==> src/rtl/sms_clk_enable_gen.sv <==
// Fractional-N clock-enable generator: a phase accumulator divides clk down to the SMS master
// rate, and counters derive single-cycle VDP, Z80 and PSG enables from the master ticks.
module sms_clk_enable_gen #(
  parameter int unsigned       ACC_W       = 32,
  parameter logic [ACC_W-1:0]  DEFAULT_INC = 32'd3105864386,
  parameter int unsigned       VDP_DIV     = 10,
  parameter int unsigned       CPU_DIV     = 15,
  parameter int unsigned       PSG_DIV     = 16
) (
  input  logic             clk,
  input  logic             reset,
  input  logic             pause,
  input  logic [ACC_W-1:0] inc_in,
  input  logic             inc_valid,
  output logic             inc_ready,
  output logic             ce_mclk,
  output logic             ce_vdp,
  output logic             ce_cpu,
  output logic             ce_psg
);

  localparam int unsigned VW = $clog2(VDP_DIV);
  localparam int unsigned CW = $clog2(CPU_DIV);
  localparam int unsigned PW = $clog2(PSG_DIV);
  localparam logic [VW-1:0] VdpLast = VW'(VDP_DIV - 1);
  localparam logic [CW-1:0] CpuLast = CW'(CPU_DIV - 1);
  localparam logic [PW-1:0] PsgLast = PW'(PSG_DIV - 1);

  logic [ACC_W-1:0] acc_q, acc_d;
  logic [ACC_W-1:0] inc_q, inc_d;
  logic [ACC_W-1:0] pend_inc_q, pend_inc_d;
  logic             pend_q, pend_d;
  logic [VW-1:0]    vdp_cnt_q, vdp_cnt_d;
  logic [CW-1:0]    cpu_cnt_q, cpu_cnt_d;
  logic [PW-1:0]    psg_cnt_q, psg_cnt_d;
  logic             ready_q, ready_d;
  logic             ce_mclk_q, ce_mclk_d;
  logic             ce_vdp_q, ce_vdp_d;
  logic             ce_cpu_q, ce_cpu_d;
  logic             ce_psg_q, ce_psg_d;

  logic [ACC_W:0]   sum;
  logic             tick;
  logic             vdp_wrap, cpu_wrap, psg_wrap;
  logic             commit, xfer;

  always_comb begin
    sum      = {1'b0, acc_q} + {1'b0, inc_q};
    // A paused cycle never produces a master tick, so nothing downstream advances.
    tick     = sum[ACC_W] & ~pause;
    vdp_wrap = (vdp_cnt_q == VdpLast);
    cpu_wrap = (cpu_cnt_q == CpuLast);
    psg_wrap = (psg_cnt_q == PsgLast);
    // Swap the increment only on the common VDP/CPU wrap so enable phases stay coherent.
    commit   = pend_q & tick & vdp_wrap & cpu_wrap;
    xfer     = inc_valid & ready_q;

    acc_d      = acc_q;
    inc_d      = inc_q;
    pend_inc_d = pend_inc_q;
    pend_d     = pend_q;
    vdp_cnt_d  = vdp_cnt_q;
    cpu_cnt_d  = cpu_cnt_q;
    psg_cnt_d  = psg_cnt_q;

    if (!pause) acc_d = sum[ACC_W-1:0];

    if (tick) begin
      vdp_cnt_d = vdp_wrap ? '0 : vdp_cnt_q + VW'(1);
      cpu_cnt_d = cpu_wrap ? '0 : cpu_cnt_q + CW'(1);
      if (cpu_wrap) psg_cnt_d = psg_wrap ? '0 : psg_cnt_q + PW'(1);
    end

    ce_mclk_d = tick;
    ce_vdp_d  = tick & vdp_wrap;
    ce_cpu_d  = tick & cpu_wrap;
    ce_psg_d  = tick & cpu_wrap & psg_wrap;

    if (commit) begin
      inc_d  = pend_inc_q;
      pend_d = 1'b0;
    end
    if (xfer) begin
      pend_inc_d = inc_in;
      pend_d     = 1'b1;
    end
    ready_d = ~pend_d;
  end

  always_ff @(posedge clk) begin
    if (reset) begin
      acc_q      <= '0;
      inc_q      <= DEFAULT_INC;
      pend_inc_q <= '0;
      pend_q     <= 1'b0;
      vdp_cnt_q  <= '0;
      cpu_cnt_q  <= '0;
      psg_cnt_q  <= '0;
      ready_q    <= 1'b0;
      ce_mclk_q  <= 1'b0;
      ce_vdp_q   <= 1'b0;
      ce_cpu_q   <= 1'b0;
      ce_psg_q   <= 1'b0;
    end else begin
      acc_q      <= acc_d;
      inc_q      <= inc_d;
      pend_inc_q <= pend_inc_d;
      pend_q     <= pend_d;
      vdp_cnt_q  <= vdp_cnt_d;
      cpu_cnt_q  <= cpu_cnt_d;
      psg_cnt_q  <= psg_cnt_d;
      ready_q    <= ready_d;
      ce_mclk_q  <= ce_mclk_d;
      ce_vdp_q   <= ce_vdp_d;
      ce_cpu_q   <= ce_cpu_d;
      ce_psg_q   <= ce_psg_d;
    end
  end

  assign inc_ready = ready_q;
  assign ce_mclk   = ce_mclk_q;
  assign ce_vdp    = ce_vdp_q;
  assign ce_cpu    = ce_cpu_q;
  assign ce_psg    = ce_psg_q;

endmodule

==> config.mk <==
export PLATFORM = sky130hd
export DESIGN_NAME = sms_clk_enable_gen
export DESIGN_NICKNAME = d
export VERILOG_FILES = /design/src/rtl/sms_clk_enable_gen.sv
export SDC_FILE = /design/constraint.sdc
export NUM_CORES = 1
export LEC_CHECK = 0
export BUFFER_PORTS_ARGS = -buffer_cell sky130_fd_sc_hd__buf_4
export CAP_MARGIN = 5
export CORE_MARGIN = 2
export CORE_UTILIZATION = 50
export CTS_CLUSTER_SIZE = 12
export DETAILED_ROUTE_END_ITERATION = 12
export GPL_TIMING_DRIVEN = 0
export PLACE_DENSITY = 0.71
export SLEW_MARGIN = 20
export SYNTH_ARGS = -nofsm -noshare
export SYNTH_HDL_FRONTEND = slang
export SYNTH_SLANG_ARGS = --single-unit
export TNS_END_PERCENT = 50
==> constraint.sdc <==
create_clock -name clk -period 2.9 [get_ports clk]
set_input_delay 0.145 -clock clk [delete_from_list [all_inputs] [get_ports clk]]
set_output_delay 0.145 -clock clk [all_outputs]
set_load 0.05 [all_outputs]
==> flow_summary.ini <==
[timing]
fin_setup_tns_ns = -3.175
setup_violations = 38
holdWs_ns = 0.001459
finalWorstSetupSlack_ns = -0.1188
finalCriticalPeriod_ns = 3.019
maxSlewHeadroom_pct = 50.85
finalClockSkew_ns = 0.01074
worst_pin_slew_ns = 0.7372
rsz0062_at_grt = true
fmax_mhz = 331.3
period_share_pct = 104.1
report.final.slew_viol_count = 0
finalHoldViolCount = 0

[routing]
totalWireLength_mm = 15.12
ant_nets = 0
first_iter_violations = 330
wl_per_cell_um = 16.21
drc = 0
vias_per_cell = 5.759
drt-pass1-iter-count = 6
via_count = 5373

[die]
start_util_pct = 51.12
rows = 39
chipHeight_um = 111.8
core_area_mm2 = 0.01137
die_w_um = 111.8
fp.dieArea_mm2 = 0.01250
ios = 41

[run]
cap_violations = 0

[run_status]
outcome = finished, violations left
violations = negative setup slack

[yosys]
ys_ff_latch = 114
synth_top_cell_area_share_pct = 39.27
synth_cell_types = 60
syn_nets = 747
yosysTopAreaCell = dfxtp_1
synth_most_common_cell = dfxtp_1
avgSynthCellArea_um2 = 8.585
mappedNetlistArea_mm2 = 0.005812
synth_enable_flop_cells = 0
ys_warn_count = 0
async_reset_ff_share_pct = 0
synth_common_cells = dfxtp_1 (114), nand2_1 (92), a21oi_1 (72), nor2_1 (70), ha_1 (33)
netlist_instances = 677
yosysSeqAreaShare_pct = 39.27
synth.area.top_cells = dfxtp_1 (39%), ha_1 (7.1%), a21oi_1 (6.2%)
synth_top_flop_cell = dfxtp_1

[placed_design]
hpwl_mm = 10.31
placed_cell_area_mm2 = 0.006309
post-place-ws_ns = -0.3544
place.gp.congestion = 0.9018
io_buffer_count = 40

[setup_path]
cp_max_fo = 10
slowest_stage = a221o_1
critPathTopFamily = compound AO/OA/AOI/OAI gates
cp_num_buf_inv = 2
path_class = reg2reg
crit_required_ns = 3.19
end_kind = flop
arrival_ns = 3.31
cp_num_cells = 11
startpoint_type = flop
crit_path_cell_trace = ha_4, fa_2, a211oi_2, nor2_2, a221o_1, a311o_4, o211ai_4, a2111oi_4, buf_6, buf_8, a211o_1
cpPeakStageDelay_ns = 0.37
rr_worst_depth = 11

[global_routing]
grt_pass1_vias = 5261
grt_pass1_wl_mm = 25.03
antenna_found_initial = 0
grt-ovfl-total = 0
grt_max_degree = 17
grtUsageTotal_pct = 24.70

[worst_hold_path]
min_delay_path_depth = 3
hp-class = in2reg

[clock_tree]
clk_pin_slew_worst_paths_ns = 0.06
cts_buffers = 17
cts_buffer_depth = 2
cts_root_buf = clkbuf_16
htree_levels = 4
clkSinkCount = 114
clk-insertion-delay-late_ns = 0.41
cts_tree = done

[cells_and_area]
syn_to_final_growth_pct = 26.91
seq_area_mm2 = 0.002285
fin_area_mm2 = 0.007376
fillers = 907
diodes = 0
nets = 847
multiInputGateArea_mm2 = 0.003388
layout-drive-gt1-share_pct = 14.94

[power]
power_density_mw_per_mm2 = 667.1
leakage_nw = 2.951
vdd_ir_drop_max_mv = 0.3894
## cells by family (layout without fill, tap and decap cells)
family / Yosys count / after routing / share of synthesized area, %
and+or+nand+nor: 246 / 246 / 19.42
AOI/OAI and AO/OA: 186 / 186 / 22.05
DFF: 114 / 114 / 39.27
buffers and inverters: 46 / 159 / 3.509
adders and majority gates: 34 / 34 / 7.449
muxes: 28 / 28 / 4.844
xor gates and xnor gates: 23 / 23 / 3.466
## where the power goes
part           switching (mW)  leakage (nW)  internal [mW]
clock                   0.803         0.299           1.45
combinational           0.538          1.72          0.410
sequential             0.0576         0.930           1.66
total                    1.40          2.95           3.52
## routing by layer
metal,routed length [um],track usage (%),up-vias
li1,-,-,2626
met1,7033,33.23,2544
met2,7038,40.00,173
met3,730,4.682,30
met4,321,8.395,0
met5,0,0,-
## worst register-to-register path, stage by stage (launching register included)
cell	delay [ns]
dfxtp_2	0.34
ha_4	0.16
fa_2	0.35
a211oi_2	0.27
nor2_2	0.08
a221o_1	0.37
a311o_4	0.37
o211ai_4	0.24
a2111oi_4	0.15
buf_6	0.18
buf_8	0.14
a211o_1	0.26
## timing repair
item | in CTS | in global routing
setup buffers | 11 | 1
pin swaps | 9 | 6
hold buffers | 26 | 1
gates resized for setup | 7 | 14
setup endpoints to repair | 51 | 59
endpoints found under the hold margin | 26 | 1
cloned | 2 | 0
## flip-flops by register name, indices dropped and copies added (netlist names), 4 cells and up
name / flops
acc_q: 32
cpu_cnt_q: 4
psg_cnt_q: 4
pend_inc_q: 32
inc_q: 32
vdp_cnt_q: 4
## final timing paths
| path | to | slack (ns) | from |
|---|---|---|---|
| max | inc_q[13] | -0.12 | inc_q[0] |
| max reg2reg | inc_q[13] | -0.12 | inc_q[0] |
| min | pend_inc_q[27] | 0.001 | inc_in[27] |
| min reg2reg | pend_inc_q[4] | 0.45 | pend_inc_q[4] |
## cell type report
cell class | instances | share of cell area (%)
clock buffer | 18 | 5.818
clock inverter | 14 | 2.799
buffer | 38 | 2.511
timing repair buffer | 81 | 9.126
multi-input combinational | 517 | 45.94
inverter | 8 | 0.4071
tap | 143 | 2.426
sequential | 114 | 30.98
## per-stage QoR
step	cells	total power, mW	utilization, %
floorplan	677	2.422	-
global placement	860	2.593	55.49
detailed placement	860	2.620	55.49
CTS	931	4.901	64.42
global route	933	5.139	64.87
finish	933	4.921	64.87
## cell usage in the layout, fill, tap and decap left out, types with 11 or more instances in the layout
cell           instances
nor2_1                69
clkbuf_16             17
clkbuf_1              26
nor3_1                11
mux2i_1               27
nor2b_1               20
a21oi_1               71
xnor2_1               17
a21o_1                19
nand3_1               12
a211o_1               19
nand2_1               92
ha_1                  30
buf_4                 54
dlygate4sd3_1         27
dfxtp_1              112
No activity file was read; power rests on OpenSTA's default activity.
